**config.mk**
```make
export PLATFORM = sky130hd
export DESIGN_NAME = sig_byte_packer
export DESIGN_NICKNAME = d
export VERILOG_FILES = /design/src/rtl/sig_byte_packer.sv
export SDC_FILE = /design/constraint.sdc
export NUM_CORES = 1
export LEC_CHECK = 0
export CAP_MARGIN = 20
export CORE_MARGIN = 1.5
export CORE_UTILIZATION = 24
export DETAILED_ROUTE_END_ITERATION = 10
export PLACE_DENSITY = 0.5
export SLEW_MARGIN = 20
export SYNTH_ARGS = -nofsm -noshare
export SYNTH_HDL_FRONTEND = slang
export SYNTH_SLANG_ARGS = --single-unit
```
**constraint.sdc**
```tcl
create_clock -name clk_i -period 1.9 [get_ports clk_i]
set_input_delay 0.38 -clock clk_i [delete_from_list [all_inputs] [get_ports clk_i]]
set_output_delay 0.38 -clock clk_i [all_outputs]
set_load 0.02 [all_outputs]
```
**src/rtl/sig_byte_packer.sv**
```systemverilog
// Decimating 1-bit sampler that packs 8 samples MSB-first into strobed bytes for a dump FIFO.
// Optional edge-triggered start is built when SIG_PACKER_EDGE_TRIG_EN is defined.
module sig_byte_packer #(
    parameter int unsigned DIV       = 48,
    parameter int unsigned CAP_BYTES = 1024,
    parameter int unsigned CW        = 16
) (
    input  logic       clk_i,
    input  logic       rst_ni,
    input  logic       sig_i,
    input  logic       arm_i,
    input  logic       full_i,
    output logic       stb_o,
    output logic [7:0] value_o,
    output logic       busy_o,
    output logic       ovf_o
);

    typedef enum logic [1:0] {
        ST_IDLE      = 2'd0,
        ST_WAIT_TRIG = 2'd1,
        ST_CAPTURE   = 2'd2
    } state_t;

    localparam logic [CW-1:0] DIV_LAST = CW'(DIV - 1);
    localparam logic [CW-1:0] CAP_CNT  = CW'(CAP_BYTES);
    localparam logic [CW-1:0] CNT_ONE  = CW'(1);

    state_t        state_q, state_d;
    logic          sync1_q, sig_s_q;
    logic [CW-1:0] div_cnt_q, div_cnt_d;
    logic [2:0]    bit_cnt_q, bit_cnt_d;
    logic [CW-1:0] byte_cnt_q, byte_cnt_d;
    logic [6:0]    sh_q, sh_d;
    logic [7:0]    value_q, value_d;
    logic          stb_q, stb_d;
    logic          ovf_q, ovf_d;

    logic          tick;
    logic          byte_tick;
    logic          start;
    logic          cap_done;

    always_ff @(posedge clk_i or negedge rst_ni) begin
        if (!rst_ni) begin
            sync1_q <= 1'b0;
            sig_s_q <= 1'b0;
        end else begin
            sync1_q <= sig_i;
            sig_s_q <= sync1_q;
        end
    end

`ifdef SIG_PACKER_EDGE_TRIG_EN
    logic sig_prev_q;
    logic trig_edge;

    always_ff @(posedge clk_i or negedge rst_ni) begin
        if (!rst_ni) begin
            sig_prev_q <= 1'b0;
        end else begin
            sig_prev_q <= sig_s_q;
        end
    end

    assign trig_edge = sig_s_q ^ sig_prev_q;
`endif

    assign tick      = (state_q == ST_CAPTURE) && (div_cnt_q == DIV_LAST);
    assign byte_tick = tick && (bit_cnt_q == 3'd7);
    assign start     = (state_q == ST_IDLE) && arm_i;
    // byte_cnt only reaches CAP_CNT in the cycle the last byte is strobed
    assign cap_done  = (CAP_BYTES != 0) && (state_q == ST_CAPTURE) && (byte_cnt_q == CAP_CNT);

    always_ff @(posedge clk_i or negedge rst_ni) begin
        if (!rst_ni) begin
            state_q <= ST_IDLE;
        end else begin
            state_q <= state_d;
        end
    end

    always_comb begin
        state_d = state_q;
        case (state_q)
            ST_IDLE: begin
                if (arm_i) begin
`ifdef SIG_PACKER_EDGE_TRIG_EN
                    state_d = ST_WAIT_TRIG;
`else
                    state_d = ST_CAPTURE;
`endif
                end
            end
            ST_WAIT_TRIG: begin
`ifdef SIG_PACKER_EDGE_TRIG_EN
                if (trig_edge) begin
                    state_d = ST_CAPTURE;
                end
`else
                state_d = ST_IDLE;
`endif
            end
            ST_CAPTURE: begin
                if (cap_done) begin
                    state_d = ST_IDLE;
                end
            end
            default: state_d = ST_IDLE;
        endcase
    end

    always_comb begin
        busy_o = (state_q != ST_IDLE);
    end

    // Divider, bit counter and shift register only run in CAPTURE; outside it they sit at zero
    always_comb begin
        div_cnt_d = '0;
        bit_cnt_d = '0;
        sh_d      = '0;
        if ((state_q == ST_CAPTURE) && !cap_done) begin
            div_cnt_d = tick ? '0 : (div_cnt_q + CNT_ONE);
            bit_cnt_d = tick ? (bit_cnt_q + 3'd1) : bit_cnt_q;
            sh_d      = tick ? {sh_q[5:0], sig_s_q} : sh_q;
        end

        byte_cnt_d = byte_cnt_q;
        if (start) begin
            byte_cnt_d = '0;
        end else if (byte_tick) begin
            byte_cnt_d = byte_cnt_q + CNT_ONE;
        end

        ovf_d = ovf_q;
        if (start) begin
            ovf_d = 1'b0;
        end else if (byte_tick && full_i) begin
            ovf_d = 1'b1;
        end

        stb_d   = byte_tick && !full_i;
        value_d = stb_d ? {sh_q, sig_s_q} : value_q;
    end

    always_ff @(posedge clk_i or negedge rst_ni) begin
        if (!rst_ni) begin
            div_cnt_q  <= '0;
            bit_cnt_q  <= '0;
            byte_cnt_q <= '0;
            sh_q       <= '0;
            value_q    <= '0;
            stb_q      <= 1'b0;
            ovf_q      <= 1'b0;
        end else begin
            div_cnt_q  <= div_cnt_d;
            bit_cnt_q  <= bit_cnt_d;
            byte_cnt_q <= byte_cnt_d;
            sh_q       <= sh_d;
            value_q    <= value_d;
            stb_q      <= stb_d;
            ovf_q      <= ovf_d;
        end
    end

    assign stb_o   = stb_q;
    assign value_o = value_q;
    assign ovf_o   = ovf_q;

endmodule
```
==> results.json <==
{
  "yosysSeqAreaShare_pct": 51.7,
  "total_leakage_power_nw": 1.51,
  "power_frac_clock_pct": 34.6,
  "synth_compound_area_share_pct": 9.44,
  "reg2reg_to": "byte_cnt_q[11]",
  "nets": 328,
  "area_growth_pct": 34.5,
  "violations": "setup timing",
  "syn_avg_cell_area_um2": 10.4,
  "cts_made_buffers": 5,
  "worst-slew-pin-transition_ns": 0.349,
  "synth_top_family_by_area": "simple AND/OR/NAND/NOR gates",
  "synth-simple-area-share_pct": 25.0,
  "grtUsageTotal_pct": 11.0,
  "clk_pin_slew_worst_paths_ns": 0.10,
  "synthAdderAreaFrac_pct": 2.35,
  "cp_common_cell": "or4_4",
  "clockBufferDepth": 2,
  "crit_path_max_incr_delay_ns": 0.53,
  "crit_arrival_ns": 2.18,
  "min_path_type": "input pin to async pin",
  "cp-end-kind": "flip-flop",
  "ys_ff_latch": 55,
  "grt_pass1_vias": 2113,
  "timing.final.ws_setup_ns": -0.0337,
  "status": "finished, violations left",
  "p_int_mw": 1.48,
  "yosysTopAreaCellShare_pct": 51.7,
  "combPwrFrac_pct": 3.6,
  "synth_edf_count": 0,
  "setup_violations": 5,
  "worstReg2RegStart": "bit_cnt_q[0]",
  "min_period_over_period_pct": 102,
  "totalWireLength_um": 6090,
  "avgRoutedWirePerCell_um": 13.3,
  "cts_tree": "yes",
  "cts_root_buf": "clkbuf_8",
  "drc": 0,
  "ys_types": 36,
  "hold_ws_ns": 0.0559,
  "die_w_um": 108,
  "ios": 16,
  "cts_sinks": 55,
  "maxCapViolCount": 0,
  "finalPower_mw": 1.95,
  "ant_nets": 0,
  "power_switching_uw": 468,
  "synth.area.top_cells": "dfrtp_1 (52%), a21oi_1 (4.5%), nand3_1 (3.8%)",
  "vias_per_cell": 4.64,
  "firstDrtPassIters": 4,
  "finish.utilization_pct": 33.0,
  "clock-skew-final_ns": 0.00357,
  "yosys.area_share.xor_xnor_pct": 3.62,
  "final.min_clock_period_ns": 1.93,
  "final_max_slew_viol_count": 0,
  "synth-main-ff-cell": "dfrtp_1",
  "die_area_mm2": 0.0117,
  "reg2reg_depth": 6,
  "instances_no_fill": 459,
  "yosysMostFrequentCell": "dfrtp_1",
  "dr.first_iter.drc_count": 116,
  "hold_viol": 0,
  "synthMuxAreaShare_pct": 4.88,
  "final_layout_size_suffix_gt1_share_pct": 30.7,
  "grt_max_degree": 56,
  "grt_pass1_wl_um": 10400,
  "peakVddDrop_v": 0.000296,
  "grt_antenna_before_repair": 0,
  "p_seq_share_pct": 61.8,
  "synth_top_area_cell": "dfrtp_1",
  "rsz0062_at_grt": "true",
  "critical_path_required_ns": 2.14,
  "core_area_mm2": 0.0108,
  "design_area_mm2": 0.00358,
  "slew_headroom_pct": 76.4,
  "synth_commonest_cells": "dfrtp_1 (55), a21oi_1 (24), nand2_1 (23), nand3_1 (20), nor2_1 (16)",
  "finalSetupTns_ns": -0.0936,
  "syn-num-nets": 267,
  "dp_cells": 441,
  "grt_overflow": 0,
  "power_density_mw_per_mm2": 543,
  "yosys_warnings": 0,
  "cp_max_fo": 7,
  "dpl_worst_slack_ns": -0.118,
  "synthesis.area_mm2": 0.00266,
  "post_dp_cell_area_mm2": 0.00329,
  "place.gp.congestion": 0.730,
  "syn_inst": 257,
  "crit_type": "flip-flop to flip-flop",
  "async_flop_share_pct": 100,
  "start_util_pct": 24.6,
  "fmax_mhz": 517,
  "crit_chain": "ha_2, ha_4, nand2_2, or4_4, or4_4, a21oi_2",
  "vias": 2130,
  "switching_share_pct": 24.0,
  "die_h_um": 108,
  "dp_hpwl_um": 4060,
  "ff2ff_setup_slack_ns": -0.03,
  "io_buffers": 15,
  "critPathSlowestCell": "or4_4",
  "start_kind": "flip-flop",
  "n_fill_cell": 1125,
  "num_rows": 38,
  "worstSkewPairLatency_ns": 0.31,
  "cts_max_level": 2,
  "hold_buffers": 0,
  "diodes": 0
}
## power by group through the flow
stage | registers (mW) | clock network (mW) | logic, mW
after CTS | 1.20 | 0.714 | 0.0691
after floorplan | 1.22 | 0 | 0.0206
after global routing | 1.21 | 0.742 | 0.0809
final | 1.20 | 0.673 | 0.0698
after detailed placement | 1.22 | 0 | 0.0683
after global placement | 1.22 | 0 | 0.0673
## layout make-up
class                           instances  area, um^2  share of cell area [%]
Clock buffer                            5        68.8                    1.92
Tap cell                              140         175                    4.89
Sequential cell                        55        1380                    38.4
Multi-Input combinational cell        183        1320                    37.0
Inverter                                7        26.3                   0.733
Clock inverter                          3        23.8                   0.664
Timing Repair Buffer                   66         588                    16.4
## cells in the final DEF (no fill, tap or decap), drive strengths merged
cell type,Yosys,layout
dfrtp,55,55
buf,2,52
a21oi,24,24
nand2,23,23
nand3,21,21
nor2,16,16
clkdlybuf4s50,0,14
nand4,11,11
or4,11,11
o31ai,9,9
mux2,8,8
inv,7,8
xnor2,6,6
o21ai,6,6
or3,5,5
xor2,5,5
clkbuf,10,5
nor4,5,5
ha,5,5
mux2i,4,4
nor3,4,4
and4,4,4
nand2b,3,3
nor4b,3,3
and3,3,3
clkinvlp,0,2
and2,2,2
a41o,1,1
and2b,1,1
o311ai,1,1
o41ai,1,1
a31oi,1,1
## registers in the layout, summed over array words and instances, names as in the netlist
name	cells
value_o	8
stb_o	1
ovf_o	1
byte_cnt_q	16
sig_s_q	1
div_cnt_q	16
sync1_q	1
state_q	1
bit_cnt_q	3
sh_q	7
## repair_timing
item	in CTS	in global routing
gates resized for setup	10	25
setup endpoints to repair	19	25
buffers inserted	4	6
pin swaps	10	9
## worst max-delay path by stage
stage	startpoint	to	depth (start not counted)
finish	bit_cnt_q[0]	byte_cnt_q[11]	6
global route	bit_cnt_q[0]	byte_cnt_q[11]	6
CTS	div_cnt_q[7]	byte_cnt_q[5]	5
detailed placement	bit_cnt_q[1]	byte_cnt_q[11]	6
global placement	div_cnt_q[0]	byte_cnt_q[14]	6
floorplan	bit_cnt_q[0]	byte_cnt_q[13]	7
## metal layers
| layer | routed length [um] | track usage [%] | vias to the layer above |
|---|---|---|---|
| met5 | 0 | 0 | - |
| met4 | 52 | 2.73 | 0 |
| met3 | 100 | 1.93 | 4 |
| met2 | 3010 | 18.3 | 14 |
| met1 | 2930 | 14.8 | 1053 |
| li1 | - | - | 1059 |
## logic make-up (layout without fill, tap and decap cells)
family / count (synthesis) / in the layout
adder cells (fa/ha/maj): 5 / 5
XOR/XNOR: 11 / 11
multiplexers: 12 / 12
flip-flops: 55 / 55
buffers and inverters: 19 / 81
AO/OA/AOI/OAI: 43 / 43
AND/OR/NAND/NOR: 112 / 112
## critical path, delay by kind of cell, from the launching register on
kind / cells / cell delay, ns
AND/OR/NAND/NOR: 3 / 1.03
adder cells (fa/ha/maj): 2 / 0.33
AO/OA/AOI/OAI: 1 / 0.14
flip-flops: 1 / 0.38
Power figures use the tool's default switching activity.
